$ cat src/rtl/tinyqv_data_arbiter.sv
// tinyqv_data_arbiter: shares the memory controller data port between a
// priority CPU port (A) and a low-priority DMA/debug port (B), with a
// starvation guard that forces a B grant after STARVE_LIMIT A grants.
module tinyqv_data_arbiter #(
    parameter int unsigned STARVE_LIMIT = 4
) (
    input  logic        clk,
    input  logic        rstn,

    input  logic [24:0] a_addr,
    input  logic [1:0]  a_write_n,
    input  logic [1:0]  a_read_n,
    input  logic [31:0] a_wdata,
    output logic        a_ready,
    output logic [31:0] a_rdata,

    input  logic [24:0] b_addr,
    input  logic [1:0]  b_write_n,
    input  logic [1:0]  b_read_n,
    input  logic [31:0] b_wdata,
    output logic        b_ready,
    output logic [31:0] b_rdata,

    output logic [24:0] mem_addr,
    output logic [1:0]  mem_write_n,
    output logic [1:0]  mem_read_n,
    output logic [31:0] mem_wdata,
    input  logic        mem_ready,
    input  logic [31:0] mem_rdata,

    output logic [1:0]  owner
);

    typedef enum logic [1:0] {
        IDLE  = 2'b00,
        GNT_A = 2'b01,
        GNT_B = 2'b10
    } state_t;

    localparam logic [3:0] LIMIT = 4'(STARVE_LIMIT);

    state_t     state, state_nxt;
    logic [3:0] starve_cnt, starve_cnt_nxt;
    logic       a_req, b_req;

    assign a_req = (a_read_n & a_write_n) != 2'b11;
    assign b_req = (b_read_n & b_write_n) != 2'b11;

    // State and starvation counter registers
    always_ff @(posedge clk or negedge rstn) begin
        if (!rstn) begin
            state      <= IDLE;
            starve_cnt <= '0;
        end else begin
            state      <= state_nxt;
            starve_cnt <= starve_cnt_nxt;
        end
    end

    // Arbitration and counter update; grants only start from IDLE, which
    // guarantees one parked cycle between back-to-back transactions
    always_comb begin
        state_nxt      = state;
        starve_cnt_nxt = starve_cnt;
        case (state)
            IDLE: begin
                if (b_req && (!a_req || starve_cnt == LIMIT)) begin
                    state_nxt      = GNT_B;
                    starve_cnt_nxt = '0;
                end else if (a_req) begin
                    state_nxt = GNT_A;
                    if (b_req && starve_cnt != LIMIT)
                        starve_cnt_nxt = starve_cnt + 4'd1;
                end
                if (!b_req)
                    starve_cnt_nxt = '0;
            end
            GNT_A, GNT_B: begin
                if (mem_ready)
                    state_nxt = IDLE;
            end
            default: state_nxt = IDLE;
        endcase
    end

    // Memory port mux: parked in IDLE, owner's live inputs when granted
    always_comb begin
        mem_addr    = '0;
        mem_write_n = '1;
        mem_read_n  = '1;
        mem_wdata   = '0;
        owner       = 2'b00;
        case (state)
            GNT_A: begin
                mem_addr    = a_addr;
                mem_write_n = a_write_n;
                mem_read_n  = a_read_n;
                mem_wdata   = a_wdata;
                owner       = 2'b01;
            end
            GNT_B: begin
                mem_addr    = b_addr;
                mem_write_n = b_write_n;
                mem_read_n  = b_read_n;
                mem_wdata   = b_wdata;
                owner       = 2'b10;
            end
            default: ;
        endcase
    end

    // Ready routing; mem_ready seen in IDLE is dropped
    always_comb begin
        a_ready = mem_ready && (state == GNT_A);
        b_ready = mem_ready && (state == GNT_B);
    end

    assign a_rdata = mem_rdata;
    assign b_rdata = mem_rdata;

endmodule

$ cat config.mk
export PLATFORM = sky130hd
export DESIGN_NAME = tinyqv_data_arbiter
export DESIGN_NICKNAME = d
export VERILOG_FILES = /design/src/rtl/tinyqv_data_arbiter.sv
export SDC_FILE = /design/constraint.sdc
export NUM_CORES = 1
export LEC_CHECK = 0
export ABC_AREA = 1
export CORE_AREA = 2 2 110 112
export CTS_CLUSTER_SIZE = 8
export DETAILED_ROUTE_END_ITERATION = 8
export DIE_AREA = 0 0 112 114
export DONT_BUFFER_PORTS = 1
export HOLD_SLACK_MARGIN = 0.15
export PLACE_DENSITY = 0.3
export SLEW_MARGIN = 15
export SYNTH_ARGS = -nofsm -noshare
export SYNTH_HDL_FRONTEND = slang
export SYNTH_SLANG_ARGS = --single-unit
$ cat constraint.sdc
create_clock -name clk -period 2.45 [get_ports clk]
set_clock_uncertainty 0.2 [all_clocks]
set_input_delay 0.3675 -clock clk [delete_from_list [all_inputs] [get_ports clk]]
set_output_delay 0.3675 -clock clk [all_outputs]
set_load 0.02 [all_outputs]
==> results of run 1 <==
## power groups by stage
| stage | combinational [mW] | clock, mW | sequential [mW] |
|---|---|---|---|
| after floorplan | 1.76 | 0 | 0.176 |
| after global placement | 2.41 | 0 | 0.189 |
| after detailed placement | 2.42 | 0 | 0.188 |
| after CTS | 2.43 | 0.266 | 0.188 |
| after global routing | 2.59 | 0.275 | 0.195 |
| final | 2.40 | 0.262 | 0.187 |
## through the flow
step	utilization	area (µm²)	instances	hold slack (ns)
final	0.169	1980	450	0.260
after global routing	0.169	1980	450	0.278
after floorplan	-	1810	320	-0.128
after global placement	0.162	1900	446	-0.128
after detailed placement	0.162	1900	446	-0.128
after CTS	0.169	1980	450	0.262
## flip-flops by register name, indices dropped and copies added (netlist names)
name        flops
starve_cnt      4
state           2
## area by class of cell
type                    instances  area (µm²)  share of cell area
inverters                      13        48.8              0.0246
repair buffers                 64         512               0.258
clock buffers                   3        75.1              0.0378
well taps                     147         184              0.0927
flip-flops and latches          6         150              0.0757
multi-input cells             217        1010               0.511
## worst max-delay path by stage
stage	startpoint	endpoint	slack [ns]	depth (start not counted)
detailed placement	state[0]	mem_wdata[31]	0.27	6
global route	state[0]	mem_wdata[31]	0.04	6
floorplan	state[1]	mem_addr[0]	0.51	6
global placement	state[0]	mem_wdata[31]	0.31	6
CTS	state[0]	mem_wdata[31]	0.02	6
finish	state[0]	mem_wdata[31]	0.12	6
## what timing repair did
item / in CTS / in global routing
setup endpoints to repair: 0 / 5
endpoints found under the hold margin: 6 / 0
hold buffers: 1 / 0
resized for setup: 0 / 1
## cells by family (layout without fill, tap and decap cells)
family | count (synthesis) | count (layout) | share of synthesized area
simple gates | 142 | 142 | 0.302
fa+ha+maj | 8 | 8 | 0.0552
buf+inv | 97 | 80 | 0.360
xor+xnor | 2 | 2 | 0.00966
flops | 6 | 6 | 0.0828
compound gates | 65 | 65 | 0.190
## cell usage in the layout, fill, tap and decap left out, drive strengths merged
master       count
ha               8
clkbuf           3
o21ai            2
or2              1
buf             63
dfrtp            6
nand3            3
a221o            4
dlygate4sd3      1
inv             13
a21oi           59
nand2          133
nand4            3
xor2             2
nor2             2
## layer usage
metal / track usage / vias up / routed length, µm
li1: - / 915 / -
met1: 0.0956 / 847 / 2320
met2: 0.156 / 116 / 3260
met3: 0.0223 / 11 / 609
met4: 0.0268 / 0 / 178
met5: 0 / - / 0
==> key figures, run 1 <==
Layout
  • Number of diodes: 0
  • Area Overhead vs Synth: 9.45%
  • # nets final: 470
  • Share of cells above drive strength 1: 0.228
  • Filler cells: 1,355

Power and ir drop
  • Power share of the combinational group: 0.842
  • Switching Share: 0.578
  • Maximum VDD drop: 0.530 mV
  • LEAKAGE: 0.864 nW
  • Clock share of power: 0.092
  • Switch Pwr: 1.64 mW
  • Sequential power share: 0.066
  • PwrDens: 1430 mW/mm²
  • Total power draw: 2.85 mW
  • Pint: 1.20 mW

Setup path
  • Critical R2R Launch: state[0]
  • R2R cell count: 8
  • Crit end category: output pin
  • Startpoint Class: flop
  • WP buf/inv: 3
  • Worst path slowest cell: dfrtp_1
  • Crit path kind: flop to output pin
  • CP max stage delay: 0.41 ns
  • Crit path DAT: 1.76 ns
  • R2r setup slk: 0.66 ns
  • Crit path cell chain: inv_1, ha_2, buf_6, nand2_1, a21oi_1, buf_4
  • CP delay by family, top: buffers and inverters
  • R2r endpoint: state[1]
  • Crit-path max FO: 33
  • Critical Path RT: 1.88 ns

Detailed routing
  • WL per Instance: 14.1 µm
  • Iter 0 DRT Violations: 92
  • Via density: 4.20
  • DRT Pass-1 Iters: 4
  • DRC: 0
  • Post-route ant nets: 0
  • Vias: 1,889
  • Final wirelength: 6360 µm

Timing
  • Peak Freq: 429 MHz
  • Relative slew slack: 0.796
  • Final period utilization: 0.951
  • Post-route minimum period: 2.33 ns
  • Final setup margin: 0.119 ns
  • Slew Limit Fails: 0
  • Final setup fails: 0
  • Total Neg Setup Slack: 0 ns
  • RSZ-0062 raised after global routing: false
  • Endpoints failing hold: 0
  • Slew of the pin with the lowest slew margin: 0.307 ns

Global routing
  • Vias in the first global route: 1,703
  • First-pass GRT wire length: 8670 µm
  • Gr ovfl total: 0
  • GRT Util Overall: 0.0848
  • Largest net degree at the start of global routing: 38
  • Initial antenna violation count: 0

Synthesis
  • Synth Register Bits: 6
  • Cells after Synth: 320
  • Top cells by area, synth: nand2_1 28%, buf_4 27%, a21oi_1 16%, dfrtp_1 8.3%, ha_1 5.5%
  • Synth Area per Inst: 5.67 µm²
  • Syn nets: 485
  • Most common cell in the netlist: nand2_1
  • Dominant synthesized flop cell: dfrtp_1
  • Synth area leader: nand2_1
  • Commonest cells post-synth: 133 x nand2_1, 66 x buf_4, 59 x a21oi_1
  • Asr flop ratio synth: 1.00
  • Cell Area, Synth: 0.00181 mm²
  • Synth warn: 0
  • Share of the synthesized area in the top cell type: 0.275
  • Synth cell types: 18
  • Number of synthesized flops with an enable pin: 0
  • Post-synthesis sequential area ratio: 0.0828

Die
  • Starting Density: 0.155
  • Core area: 0.0117 mm²
  • # IOs: 286
  • Die area: 0.0128 mm²
  • Die height: 114 µm
  • Row Count: 40
  • DIE WIDTH: 112 µm

Run status
  • Run status: finished clean

CTS
  • CTS Sinks: 6
  • Clk slew on worst S/H paths: 0.03 ns
  • H-tree depth: 1
  • CTS buffer count: 3
  • Skew-Pair Late Insertion Delay: 0.23 ns
  • CTS root buf: clkbuf_16
  • Number of post-CTS setup repair buffers: 0
  • Clk buf depth: 2
  • CTS tree: built

Place
  • Final GP Congestion: 0.746
  • HPWL after DPL: 5260 µm
  • Port-buffer cells: 0
  • Setup WS pre-CTS: 0.271 ns

Worst hold path
  • Min-Delay Path Class: primary input to async pin

Flow run
  • Max Cap Viol: 0
Note: power is estimated with default switching activity, not from simulation.
==> run 2: changes to the inputs <==
--- a/config.mk
+++ b/config.mk
@@ -6,6 +6,7 @@
 export NUM_CORES = 1
 export LEC_CHECK = 0
 export ABC_AREA = 1
+export ABC_CLOCK_PERIOD_IN_PS = 2450
 export CORE_AREA = 2 2 110 112
 export CTS_CLUSTER_SIZE = 8
 export DETAILED_ROUTE_END_ITERATION = 8
==> results of run 2 <==
The final DEF is identical to that of run 1; final timing and power are the same.
==> run 3: changes to the inputs <==
--- a/config.mk
+++ b/config.mk
@@ -6,9 +6,9 @@
 export NUM_CORES = 1
 export LEC_CHECK = 0
 export ABC_AREA = 1
-export ABC_CLOCK_PERIOD_IN_PS = 2450
+export ABC_CLOCK_PERIOD_IN_PS = 2850
 export CORE_AREA = 2 2 110 112
-export CTS_CLUSTER_SIZE = 8
+export CTS_CLUSTER_SIZE = 28
 export DETAILED_ROUTE_END_ITERATION = 8
 export DIE_AREA = 0 0 112 114
 export DONT_BUFFER_PORTS = 1
==> constraint.sdc (replaced) <==
create_clock -name clk -period 2.85 [get_ports clk]
set_clock_uncertainty 0.2 [all_clocks]
set_input_delay 0.4275 -clock clk [delete_from_list [all_inputs] [get_ports clk]]
set_output_delay 0.4275 -clock clk [all_outputs]
set_load 0.02 [all_outputs]
==> key figures, run 3 (synthesized netlist as in run 1, its figures left out) <==
Layout
  • Most common cell after layout, fill and taps aside: nand2_1
  • Max reg flops: 4
  • Area Overhead vs Synth: -10.9%
  • Most frequent cells in the layout: 133 x nand2_1, 59 x a21oi_1, 15 x buf_4, 12 x inv_1
  • Number of diodes: 0
  • Largest reg by FF count: starve_cnt
  • # nets final: 423
  • Top flop regs: starve_cnt x4, state x2
  • Share of cells above drive strength 1: 0.0859

Setup path
  • Critical Path RT: 2.22 ns
  • CP max stage delay: 0.39 ns
  • Crit path kind: flop to output pin
  • Crit-path max FO: 29
  • Crit path cell chain: inv_1, ha_1, inv_2, buf_12, a221o_1
  • R2r endpoint: state[1]
  • Crit end category: output pin
  • Crit path from: state[0]
  • R2R cell count: 8
  • Crit path DAT: 1.94 ns
  • R2r setup slk: 0.74 ns
  • Worst path slowest cell: dfrtp_1
  • Critical R2R Launch: state[0]
  • CP delay by family, top: buffers and inverters
  • WP buf/inv: 3
  • Startpoint Class: flop

Power and ir drop
  • Power share of the combinational group: 0.813
  • Switch Pwr: 1.34 mW
  • Pint: 0.725 mW
  • Switching Share: 0.649
  • Clock share of power: 0.110
  • Maximum VDD drop: 0.449 mV
  • Total power draw: 2.07 mW
  • LEAKAGE: 0.608 nW
  • PwrDens: 1280 mW/mm²
  • Sequential power share: 0.077

Place
  • Final GP Congestion: 0.725
  • HPWL after DPL: 4850 µm
  • Port-buffer cells: 0

CTS
  • Skew-Pair Late Insertion Delay: 0.23 ns
  • H-tree depth: 1
  • CTS Sinks: 6
  • CTS buffer count: 3
  • Clk buf depth: 2
  • Number of post-CTS setup repair buffers: 0
  • Resized Gates After CTS: 0
  • CTS tree: built
  • Clk slew on worst S/H paths: 0.03 ns
  • CTS root buf: clkbuf_16

Global routing
  • GRT Util Overall: 0.0787
  • Initial antenna violation count: 0
  • Gr ovfl total: 0
  • Largest net degree at the start of global routing: 34
  • First-pass GRT wire length: 7930 µm
  • Vias in the first global route: 1,487

Timing
  • Final setup fails: 0
  • Total Neg Setup Slack: 0 ns
  • Final period utilization: 0.902
  • Slew Limit Fails: 0
  • Relative slew slack: 0.659
  • Slew of the pin with the lowest slew margin: 0.511 ns
  • Endpoints failing hold: 0
  • Peak Freq: 389 MHz
  • Post-route minimum period: 2.57 ns
  • RSZ-0062 raised after global routing: false

Flow run
  • Max Cap Viol: 0

Die
  • Die area: 0.0128 mm²
  • Die height: 114 µm
  • Row Count: 40
  • # IOs: 286
  • DIE WIDTH: 112 µm
  • Core area: 0.0117 mm²
  • Starting Density: 0.155

Detailed routing
  • Iter 0 DRT Violations: 107
  • Vias: 1,750
  • Post-route ant nets: 0
  • Final wirelength: 5910 µm
  • Via density: 4.34
  • DRC: 0
  • DRT Pass-1 Iters: 5
  • WL per Instance: 14.7 µm

Run status
  • Run status: finished clean

Worst hold path
  • Min-Delay Path Class: primary input to async pin
[run 3: cell type report]
type                            count  area (µm²)
Multi-Input combinational cell    217        1010
Fill cell                        1380       10100
Sequential cell                     6         150
Timing Repair Buffer               17         143
Tap cell                          147         184
Inverter                           13        48.8
Clock buffer                        3        75.1
[run 3: routing by layer]
layer	track usage	part of all wire	vias up	wire (µm)
li1	-	-	821	-
met1	0.0938	0.37	790	2180
met2	0.141	0.50	128	2970
met3	0.0202	0.10	11	607
met4	0.0220	0.026	0	152
met5	0	0	-	0
[run 3: per-stage QoR]
stage               cells  hold slack (ns)  setup WS (ns)  utilization  area [µm²]
detailed placement    399          -0.0679          0.490        0.131        1530
finish                403            0.327          0.280        0.138        1620
floorplan             320          -0.0681          0.855            -        1810
global route          403            0.354          0.161        0.138        1620
global placement      399          -0.0679          0.524        0.131        1530
CTS                   403            0.331          0.239        0.138        1620
[run 3: repair_timing]
item,4_1_cts,5_1_grt
hold buffers,1,0
hold endpoints to repair,6,0
endpoints found under the setup margin,0,0
[run 3: how the worst max path moves through the flow]
stage                           endpoint  slack [ns]  depth (start not counted)
after floorplan              mem_addr[0]        0.85                          6
after global placement    mem_write_n[0]        0.52                          5
after detailed placement   mem_read_n[1]        0.49                          5
after CTS                  mem_read_n[1]        0.24                          5
after global routing       mem_read_n[1]        0.16                          5
final                      mem_read_n[1]        0.28                          5
[run 3: power by group through the flow]
stage / logic (mW) / registers [mW] / clock network, mW
final: 1.68 / 0.160 / 0.227
after global placement: 1.69 / 0.160 / 0
after global routing: 1.84 / 0.166 / 0.236
after floorplan: 1.52 / 0.151 / 0
after detailed placement: 1.70 / 0.161 / 0
after CTS: 1.71 / 0.160 / 0.230
